### src/rtl/entry_code_encoder_pkg.sv
// entry_code_encoder shared definitions
// state encoding, code width, button polarity
package entry_code_encoder_pkg;

  localparam int CODE_W = 3;

  // raw and debounced buttons read 0 when pressed
  localparam logic BTN_ACTIVE = 1'b0;

  typedef enum logic [1:0] {
    ST_IDLE = 2'd0,
    ST_ADDR = 2'd1,
    ST_FEAT = 2'd2,
    ST_HOLD = 2'd3
  } state_e;

  typedef logic [CODE_W-1:0] code_t;

  // digit edit step, 7 wraps to 0
  function automatic code_t code_inc(input code_t c);
    return c + code_t'(1);
  endfunction

endpackage

### src/rtl/entry_code_encoder_if.sv
// entry_code_encoder request bus
// master = encoder, slave = permission/conflict logic
interface entry_code_encoder_if;
  import entry_code_encoder_pkg::*;

  logic  req_valid;
  code_t req_addr;
  code_t req_feat;
  logic  ack;

  modport master (
    output req_valid,
    output req_addr,
    output req_feat,
    input  ack
  );

  modport slave (
    input  req_valid,
    input  req_addr,
    input  req_feat,
    output ack
  );

endinterface

### src/rtl/entry_code_encoder_button_debouncer.sv
// button_debouncer: sync, stability filter,
// one-cycle press pulse on released->pressed
module button_debouncer #(
  parameter int DEB_CYCLES = 4
) (
  input  logic i_clk,
  input  logic i_rst,
  input  logic i_btn_n,
  output logic o_press
);
  import entry_code_encoder_pkg::*;

  localparam int CW = $clog2(DEB_CYCLES + 1);
  localparam logic [CW-1:0] C_LAST = CW'(DEB_CYCLES - 1);

  logic          r_sync1;
  logic          r_sync2;
  logic          r_deb;
  logic          r_deb_d;
  logic          r_press;
  logic [CW-1:0] r_cnt;

  // sync, count stable mismatches, flip level, edge-detect press
  always_ff @(posedge i_clk) begin
    if (i_rst) begin
      r_sync1 <= ~BTN_ACTIVE;
      r_sync2 <= ~BTN_ACTIVE;
      r_deb   <= ~BTN_ACTIVE;
      r_deb_d <= ~BTN_ACTIVE;
      r_press <= 1'b0;
      r_cnt   <= '0;
    end else begin
      r_sync1 <= i_btn_n;
      r_sync2 <= r_sync1;
      r_deb_d <= r_deb;
      r_press <= (r_deb_d != BTN_ACTIVE) &&
                 (r_deb == BTN_ACTIVE);
      if (r_sync2 != r_deb) begin
        if (r_cnt == C_LAST) begin
          r_deb <= r_sync2;
          r_cnt <= '0;
        end else begin
          r_cnt <= r_cnt + CW'(1);
        end
      end else begin
        r_cnt <= '0;
      end
    end
  end

  assign o_press = r_press;

endmodule

### src/rtl/entry_code_encoder.sv
// entry_code_encoder: button entry of address
// then feature code, presented over valid/ack
module entry_code_encoder
  import entry_code_encoder_pkg::*;
#(
  parameter int DEB_CYCLES = 4,
  parameter int TIMEOUT    = 255
) (
  input  logic                 i_clk,
  input  logic                 i_rst,
  input  logic                 i_bt_inc,
  input  logic                 i_bt_ent,
  input  logic                 i_bt_clr,
  entry_code_encoder_if.master bus,
  output logic [CODE_W-1:0]    o_cur_digit,
  output logic [1:0]           o_state_out,
  output logic                 o_timeout_flag
);

  localparam bit TEN = (TIMEOUT != 0);
  localparam int TW  = TEN ? $clog2(TIMEOUT + 1) : 1;
  localparam logic [TW-1:0] T_LAST =
    TW'(TEN ? TIMEOUT - 1 : 0);

  logic w_p_inc;
  logic w_p_ent;
  logic w_p_clr;
  logic w_any;
  logic w_inc;
  logic w_ent;
  logic w_clr;
  logic w_counting;
  logic w_timeout;

  state_e        r_state;
  code_t         r_digit;
  code_t         r_addr;
  code_t         r_feat;
  logic          r_valid;
  logic          r_tflag;
  logic [TW-1:0] r_tcnt;

  button_debouncer #(.DEB_CYCLES(DEB_CYCLES)) u_deb_inc (
    .i_clk   (i_clk),
    .i_rst   (i_rst),
    .i_btn_n (i_bt_inc),
    .o_press (w_p_inc)
  );

  button_debouncer #(.DEB_CYCLES(DEB_CYCLES)) u_deb_ent (
    .i_clk   (i_clk),
    .i_rst   (i_rst),
    .i_btn_n (i_bt_ent),
    .o_press (w_p_ent)
  );

  button_debouncer #(.DEB_CYCLES(DEB_CYCLES)) u_deb_clr (
    .i_clk   (i_clk),
    .i_rst   (i_rst),
    .i_btn_n (i_bt_clr),
    .o_press (w_p_clr)
  );

  // same-cycle presses: CLR beats ENT beats INC
  assign w_any = w_p_inc | w_p_ent | w_p_clr;
  assign w_clr = w_p_clr;
  assign w_ent = w_p_ent & ~w_p_clr;
  assign w_inc = w_p_inc & ~w_p_ent & ~w_p_clr;

  // a press in the expiry cycle wins over the timeout
  assign w_counting = (r_state == ST_ADDR) ||
                      (r_state == ST_FEAT);
  assign w_timeout  = TEN && w_counting && !w_any &&
                      (r_tcnt == T_LAST);

  // entry FSM with digit, request and timeout registers
  always_ff @(posedge i_clk) begin
    if (i_rst) begin
      r_state <= ST_IDLE;
      r_digit <= '0;
      r_addr  <= '0;
      r_feat  <= '0;
      r_valid <= 1'b0;
      r_tflag <= 1'b0;
      r_tcnt  <= '0;
    end else begin
      r_tflag <= 1'b0;
      if (!TEN || !w_counting || w_any || w_timeout) begin
        r_tcnt <= '0;
      end else begin
        r_tcnt <= r_tcnt + TW'(1);
      end
      unique case (r_state)
        ST_IDLE: begin
          if (w_ent || w_inc) begin
            r_state <= ST_ADDR;
            r_digit <= '0;
          end
        end
        ST_ADDR: begin
          if (w_clr) begin
            r_state <= ST_IDLE;
            r_digit <= '0;
          end else if (w_ent) begin
            r_addr  <= r_digit;
            r_digit <= '0;
            r_state <= ST_FEAT;
          end else if (w_inc) begin
            r_digit <= code_inc(r_digit);
          end else if (w_timeout) begin
            r_state <= ST_IDLE;
            r_digit <= '0;
            r_tflag <= 1'b1;
          end
        end
        ST_FEAT: begin
          if (w_clr) begin
            r_state <= ST_IDLE;
            r_digit <= '0;
          end else if (w_ent) begin
            r_feat  <= r_digit;
            r_valid <= 1'b1;
            r_state <= ST_HOLD;
          end else if (w_inc) begin
            r_digit <= code_inc(r_digit);
          end else if (w_timeout) begin
            r_state <= ST_IDLE;
            r_digit <= '0;
            r_tflag <= 1'b1;
          end
        end
        ST_HOLD: begin
          if (bus.ack) begin
            r_valid <= 1'b0;
            r_state <= ST_IDLE;
          end
        end
        default: begin
          r_state <= ST_IDLE;
        end
      endcase
    end
  end

  assign bus.req_valid   = r_valid;
  assign bus.req_addr    = r_addr;
  assign bus.req_feat    = r_feat;
  assign o_cur_digit     = r_digit;
  assign o_state_out     = r_state;
  assign o_timeout_flag  = r_tflag;

endmodule

### src/flat_wrapper.sv
// flat-port wrapper written by rule: the top's interface ports become plain ports
module entry_code_encoder_flat import entry_code_encoder_pkg::*;
#(
  parameter int DEB_CYCLES = 4,
  parameter int TIMEOUT    = 255
)
  (i_clk, i_rst, i_bt_inc, i_bt_ent, i_bt_clr, o_cur_digit, o_state_out, o_timeout_flag, bus_req_valid, bus_req_addr, bus_req_feat, bus_ack);
  entry_code_encoder_if bus_i ();
  input  logic i_clk;
  input  logic i_rst;
  input  logic i_bt_inc;
  input  logic i_bt_ent;
  input  logic i_bt_clr;
  output logic [CODE_W-1:0] o_cur_digit;
  output logic [1:0] o_state_out;
  output logic o_timeout_flag;
  output wire logic [$bits(bus_i.req_valid)-1:0] bus_req_valid;
  output wire logic [$bits(bus_i.req_addr)-1:0] bus_req_addr;
  output wire logic [$bits(bus_i.req_feat)-1:0] bus_req_feat;
  input wire logic [$bits(bus_i.ack)-1:0] bus_ack;
  assign bus_req_valid = bus_i.req_valid;
  assign bus_req_addr = bus_i.req_addr;
  assign bus_req_feat = bus_i.req_feat;
  assign bus_i.ack = bus_ack;
  entry_code_encoder #(.DEB_CYCLES(DEB_CYCLES), .TIMEOUT(TIMEOUT)) u_core (.i_clk(i_clk), .i_rst(i_rst), .i_bt_inc(i_bt_inc), .i_bt_ent(i_bt_ent), .i_bt_clr(i_bt_clr), .bus(bus_i), .o_cur_digit(o_cur_digit), .o_state_out(o_state_out), .o_timeout_flag(o_timeout_flag));
endmodule
### config.mk
export PLATFORM = sky130hd
export DESIGN_NAME = entry_code_encoder_flat
export DESIGN_NICKNAME = d
export VERILOG_FILES = /design/src/rtl/entry_code_encoder_pkg.sv /design/src/rtl/entry_code_encoder_if.sv /design/src/rtl/entry_code_encoder_button_debouncer.sv /design/src/rtl/entry_code_encoder.sv /design/src/flat_wrapper.sv
export SDC_FILE = /design/constraint.sdc
export NUM_CORES = 1
export LEC_CHECK = 0
export CORE_ASPECT_RATIO = 1.5
export CORE_UTILIZATION = 55
export DETAILED_ROUTE_END_ITERATION = 8
export PLACE_DENSITY = 0.84
export SLEW_MARGIN = 40
export SYNTH_ARGS = -nofsm -noshare
export SYNTH_HDL_FRONTEND = slang
export SYNTH_SLANG_ARGS = --single-unit
export TNS_END_PERCENT = 30
### constraint.sdc
create_clock -name i_clk -period 2.35 [get_ports i_clk]
set_input_delay 0.3525 -clock i_clk [delete_from_list [all_inputs] [get_ports i_clk]]
set_output_delay 0.3525 -clock i_clk [all_outputs]
set_load 0.01 [all_outputs]
==> results of run 1 <==
[layout make-up]
class | count | area, µm² | area share
well taps | 40 | 50.0 | 0.0232
multi-input cells | 132 | 871 | 0.404
inverters | 13 | 48.8 | 0.0226
repair buffers | 20 | 195 | 0.0905
clock inverters | 3 | 21.3 | 0.00987
flip-flops and latches | 45 | 901 | 0.418
clock buffers | 5 | 68.8 | 0.0319
[flip-flops by register name, indices dropped and copies added, names as in the netlist, 2 cells and up]
| register | count |
|---|---|
| u_core.u_deb_clr.r_cnt | 3 |
| u_core.bus.req_addr | 3 |
| u_core.o_cur_digit | 3 |
| u_core.o_state_out | 2 |
| u_core.u_deb_inc.r_cnt | 3 |
| u_core.r_tcnt | 8 |
| u_core.u_deb_ent.r_cnt | 3 |
| u_core.bus.req_feat | 3 |
[worst max-delay path: stages, from the launching register on]
cell and delay, ns:
dfxtp_1 0.42, inv_1 0.11, ha_1 0.36, nand2b_4 0.06, or2_1 0.25, a2111o_1 0.52
nor2_1 0.15
[per-layer routing]
layer  up-vias  global-route usage  wire length [µm]
met5         -                   0                 0
met4         0               0.163                99
met3        10              0.0646               103
met2        36               0.397              1750
met1       636               0.156              1190
li1        695                   -                 -
[power groups by stage]
stage                     logic (mW)  clock network [mW]  registers [mW]
final                         0.0794               0.470           0.779
after global routing          0.0879               0.516           0.781
after CTS                     0.0800               0.493           0.779
after detailed placement      0.0792                   0           0.797
after global placement        0.0776                   0           0.796
after floorplan               0.0532                   0           0.797
[worst paths after layout]
kind,endpoint,startpoint,cells after the start
setup / recovery,u_core.r_tcnt[1]$_SDFF_PP0_,u_core.o_state_out[0]$_SDFFE_PP0P_,6
setup reg to reg,u_core.r_tcnt[1]$_SDFF_PP0_,u_core.o_state_out[0]$_SDFFE_PP0P_,6
hold / removal,u_core.u_deb_ent.o_press$_SDFF_PP0_,u_core.u_deb_ent.r_deb_d$_SDFF_PP1_,2
hold reg to reg,u_core.u_deb_ent.o_press$_SDFF_PP0_,u_core.u_deb_ent.r_deb_d$_SDFF_PP1_,2
[through the flow]
stage,cells,worst slack [ns],util,cell area (µm²)
floorplan,195,0.555,-,1840
global placement,250,0.529,0.654,2070
detailed placement,250,0.435,0.654,2070
finish,258,0.415,0.682,2160
CTS,258,0.406,0.682,2160
global route,258,0.320,0.682,2160
[cells by family (layout without fill, tap and decap cells)]
kind of cell	after synthesis	count (layout)	share of synthesized area
simple gates	80	80	0.221
xor+xnor	9	9	0.0428
buf+inv	18	41	0.0374
flops	45	45	0.489
compound gates	28	28	0.109
mux	1	1	0.00544
fa+ha+maj	14	14	0.0952
[cell usage in the layout, fill, tap and decap left out, drive strengths merged, types with 2 or more instances in the layout]
master	instances
buf	2
clkbuf	5
a2111o	2
nand2b	3
inv	14
nor2	28
or2	11
dfxtp	45
a211o	3
nand4	2
nor2b	5
nor3	2
nand3	9
xnor2	6
clkdlybuf4s50	18
or3	3
ha	14
xor2	3
a2bb2oi	2
nand2	13
o21ai	2
a21oi	11
==> flow_metrics.py, run 1 <==
metrics = {
    "pwr": {
        "combPwrFrac": 0.060,
        "peakVddDrop_mv": 0.465,
        "seq_power_share": 0.586,
        "p_total_mw": 1.33,
        "clkPwrFrac": 0.354,
        "p_per_area_nw_per_um2": 616,
        "switching_share": 0.232,
        "p_switching_mw": 0.308,
        "internal-power_mw": 1.02,
        "power_leakage_nw": 0.815,
    },
    "route": {
        "via_per_inst": 5.34,
        "drt_iter0_markers": 15,
        "drc": 0,
        "drtPass1Iterations": 4,
        "wirelength_mm": 3.15,
        "antenna_left": 0,
        "vias": 1377,
        "wl_per_cell_um": 12.2,
    },
    "clock_tree": {
        "clk_pin_slew_ns": 0.08,
        "cts_root_buf": "clkbuf_8",
        "hold_buffers": 0,
        "cts_buffers": 5,
        "clockBufferDepth": 2,
        "htree_levels": 2,
        "cts_resized": 0,
        "post_cts_buffers": 0,
        "cts_tree": "yes",
        "cts_sinks": 45,
        "insertion_delay_ns": 0.29,
    },
    "timing": {
        "fin_crit_ns": 1.94,
        "fin_crit_sh": 0.824,
        "grt_setup_unrepaired": "false",
        "relSlewSlack": 0.730,
        "fmax_ghz": 0.517,
        "finClkSkew_ns": 0.00607,
        "setup_violations": 0,
        "worstMarginPinSlew_ns": 0.404,
        "hold_viol": 0,
        "hold_ws_ns": 0.416,
        "tns_ns": 0,
        "slew_violations": 0,
    },
    "synthesis": {
        "synth_top_area_share": 0.489,
        "synthTopCellsByArea": "dfxtp_1 49%, ha_1 9.5%, nor2_1 5.7%",
        "synth_seq_cells": 45,
        "syn-num-nets": 215,
        "synth.distinct_cells": 36,
        "synthArstFlopShare": 0,
        "ys_seq_area_frac": 0.489,
        "synth_edf_count": 0,
        "yosysMostFrequentCell": "dfxtp_1",
        "ys_top_cells_by_count": "45 x dfxtp_1, 28 x nor2_1, 14 x ha_1",
        "avgSynthCellArea_um2": 9.44,
        "syn_inst": 195,
        "syn_area_um2": 1840,
        "post-synth-top-area-cell": "dfxtp_1",
        "yosysWarnings": 0,
        "synth_flop_cell": "dfxtp_1",
    },
    "setup_path": {
        "startpoint_type": "register",
        "cp.required_ns": 2.57,
        "arrival_ns": 2.16,
        "endpoint_kind": "register",
        "path_class": "register to register",
        "worst-path-max-fanout": 8,
        "r2r_slack_ns": 0.41,
    },
    "floorplanning": {
        "ios": 19,
        "fp-row-count": 25,
        "dieArea_um2": 3590,
        "start_util": 0.583,
        "die_h_um": 72.9,
        "core_um2": 3160,
        "die_w_um": 49.2,
    },
    "grt": {
        "overflow": 0,
        "antenna_found_initial": 0,
        "grt_max_degree": 27,
        "groute.usage.overall": 0.203,
        "first_global_vias": 1377,
        "grt_pass1_wl_mm": 5.35,
    },
    "placement": {
        "gp_congestion": 0.838,
        "hpwl_mm": 2.37,
        "numPortBuffers": 18,
    },
    "layout": {
        "syn_to_final_growth_pct": 17.1,
        "nFillCells": 264,
        "drive_above_1_share": 0.106,
        "antenna_cells": 0,
        "layout.nets": 237,
    },
    "run_status": {
        "outcome": "finished clean",
    },
    "min_path": {
        "hp-class": "register to register",
    },
    "run": {
        "maxCapViolCount": 0,
    },
}
No activity file was read; power rests on OpenSTA's default activity.
==> inputs of run 2 (changes only) <==
- CORE_UTILIZATION: 55 -> 50
- PLACE_DENSITY: 0.84 -> 0.8
- clock period: 2.35 -> 1.6 ns (I/O delays scaled with it)
==> run 2 against run 1 <==
Worst setup slack lost 0.46 ns. The flow now finishes with violations (setup timing). Core utilization shrank 0.64 points. Global-route usage fell by 1.9 points. Critical path depth shrank 2. Largest power group unchanged. Non-clock buffer count is 14 higher. Clock-buffer cell count is the same. Combinational power grew 120%. Worst hold slack got worse by 0.013 ns. Largest cell class is now multi-input gates. Final cell count is 6.2% higher. Power rose by 52%.
==> flow_metrics.py, run 2 (same netlist as run 1, synthesis figures left out) <==
metrics = {
    "setup_path": {
        "worst-path-buf-inv": 0,
        "r2r_slack_ns": -0.04,
        "rr_startpoint": "u_core.o_state_out[0]$_SDFFE_PP0P_",
        "cp_slowest_cell": "or4b_4",
        "r2r_end": "u_core.o_cur_digit[0]$_SDFFE_PP0P_",
        "worst-path-max-fanout": 3,
        "path_class": "register to register",
        "path_cells": "ha_2, or4b_4, a2111o_1, o31ai_2",
        "cp.required_ns": 1.82,
        "max_stage_delay_ns": 0.56,
        "reg2regPathDepth": 4,
        "endpoint_kind": "register",
        "arrival_ns": 1.87,
        "startpoint_type": "register",
        "path_delay_family": "simple AND/OR/NAND/NOR gates",
    },
    "route": {
        "vias": 1407,
        "via_per_inst": 5.14,
        "drtPass1Iterations": 4,
        "drt_iter0_markers": 24,
        "dr_wl_met2_mm": 1.73,
        "wl_met3_um": 97,
        "wirelength_mm": 3.17,
        "antenna_left": 0,
        "wl_per_cell_um": 11.6,
        "highest_layer": "met4",
        "wl_met1_mm": 1.29,
        "drc": 0,
    },
    "timing": {
        "hold_viol": 0,
        "finClkSkew_ns": 0.00681,
        "slew_violations": 0,
        "relSlewSlack": 0.758,
        "setup_violations": 2,
        "postLayoutSetupSlackWorst_ns": -0.0422,
        "grt_setup_unrepaired": "true",
        "fin_crit_ns": 1.64,
        "worstMarginPinSlew_ns": 0.359,
        "fin_crit_sh": 1.03,
        "hold_ws_ns": 0.403,
        "fmax_ghz": 0.609,
    },
    "grt": {
        "grt_pass1_wl_mm": 5.44,
        "antenna_found_initial": 0,
        "grt_max_degree": 26,
        "first_global_vias": 1330,
        "groute.usage.overall": 0.184,
        "overflow": 0,
    },
    "run": {
        "maxCapViolCount": 0,
    },
    "floorplanning": {
        "core_um2": 3450,
        "fp-row-count": 26,
        "dieArea_um2": 3930,
        "die_w_um": 51.5,
        "die_h_um": 76.3,
        "start_util": 0.534,
        "ios": 19,
    },
    "min_path": {
        "holdPathStages": 2,
        "hold_end": "u_core.u_deb_clr.o_press$_SDFF_PP0_",
        "hp-class": "register to register",
        "hp-start": "u_core.u_deb_clr.r_deb_d$_SDFF_PP1_",
    },
    "clock_tree": {
        "clockBufferDepth": 2,
        "hold_buffers": 0,
        "cts_buffers": 5,
        "htree_levels": 2,
        "cts_tree": "yes",
        "insertion_delay_ns": 0.30,
        "cts_root_buf": "clkbuf_8",
        "clk_pin_slew_ns": 0.09,
        "cts_sinks": 45,
    },
    "layout": {
        "drive_above_1_share": 0.220,
        "syn_to_final_growth_pct": 26.6,
        "seq_area_um2": 903,
        "regMostFlops": "u_core.r_tcnt",
        "final_common_cell": "dfxtp_1",
        "layout.nets": 251,
        "nFillCells": 276,
        "antenna_cells": 0,
        "multiInputGateArea_um2": 933,
        "largest_reg_flops": 8,
        "layout_common_cells": "43 x dfxtp_1, 28 x nor2_1, 18 x clkdlybuf4s50_1",
    },
    "pwr": {
        "p_total_mw": 2.02,
        "power_leakage_nw": 0.888,
        "peakVddDrop_mv": 0.771,
        "p_per_area_nw_per_um2": 869,
    },
    "run_status": {
        "violations": "setup timing",
        "outcome": "finished, violations left",
    },
    "placement": {
        "hpwl_mm": 2.22,
        "numPortBuffers": 18,
        "gp_congestion": 0.807,
    },
}
run 2: power breakdown:
part | leakage, nW | switching, mW | internal [mW]
Sequential | 0.365 | 0.00955 | 1.13
Combinational | 0.478 | 0.0812 | 0.0943
Clock | 0.0445 | 0.396 | 0.310
run 2: worst register-to-register path: stages, from the launching register on:
cell and delay [ns]:
dfxtp_2 0.35, ha_2 0.20, or4b_4 0.56, a2111o_1 0.41
o31ai_2 0.06
run 2: metal layers:
layer  up-vias  GRT usage
li1        726          -
met1       652      0.180
met2        23      0.343
met3         6     0.0539
met4         0     0.0730
met5         -          0
run 2: worst max path at each step:
| stage | slack, ns | endpoint | startpoint | cells after the start |
|---|---|---|---|---|
| floorplan | -0.004 | u_core.o_cur_digit[0]$_SDFFE_PP0P_ | u_core.o_state_out[0]$_SDFFE_PP0P_ | 6 |
| global placement | -0.03 | u_core.o_state_out[1]$_SDFFE_PP0P_ | i_rst | 5 |
| global route | -0.1 | u_core.o_cur_digit[0]$_SDFFE_PP0P_ | u_core.o_state_out[0]$_SDFFE_PP0P_ | 4 |
| detailed placement | -0.08 | u_core.o_state_out[1]$_SDFFE_PP0P_ | i_rst | 5 |
| finish | -0.04 | u_core.o_cur_digit[0]$_SDFFE_PP0P_ | u_core.o_state_out[0]$_SDFFE_PP0P_ | 4 |
| CTS | -0.07 | u_core.r_tcnt[0]$_SDFF_PP0_ | u_core.o_state_out[1]$_SDFFE_PP0P_ | 6 |
run 2: through the flow:
step                instances  utilization  instance area [µm²]  TNS (ns)  setup slack [ns]
CTS                       273        0.663                 2290    -0.383           -0.0667
floorplan                 195            -                 1860  -0.00395          -0.00395
detailed placement        263        0.628                 2170    -0.426           -0.0769
global route              274        0.676                 2330    -0.889           -0.0986
finish                    274        0.676                 2330   -0.0469           -0.0422
global placement          263        0.628                 2170   -0.0379           -0.0251
run 2: repair_timing:
item                                    4_1_cts  5_1_grt
buffers inserted                              2        1
resized for setup                             4       11
pin swaps                                     7        7
endpoints found under the setup margin       10       15
run 2: area by class of cell:
| type | instances | share of cell area |
|---|---|---|
| clock buffer | 5 | 0.0295 |
| clock inverter | 3 | 0.00913 |
| inverter | 13 | 0.0220 |
| multi-input combinational | 132 | 0.400 |
| sequential | 45 | 0.388 |
| tap | 42 | 0.0225 |
| timing repair buffer | 34 | 0.129 |
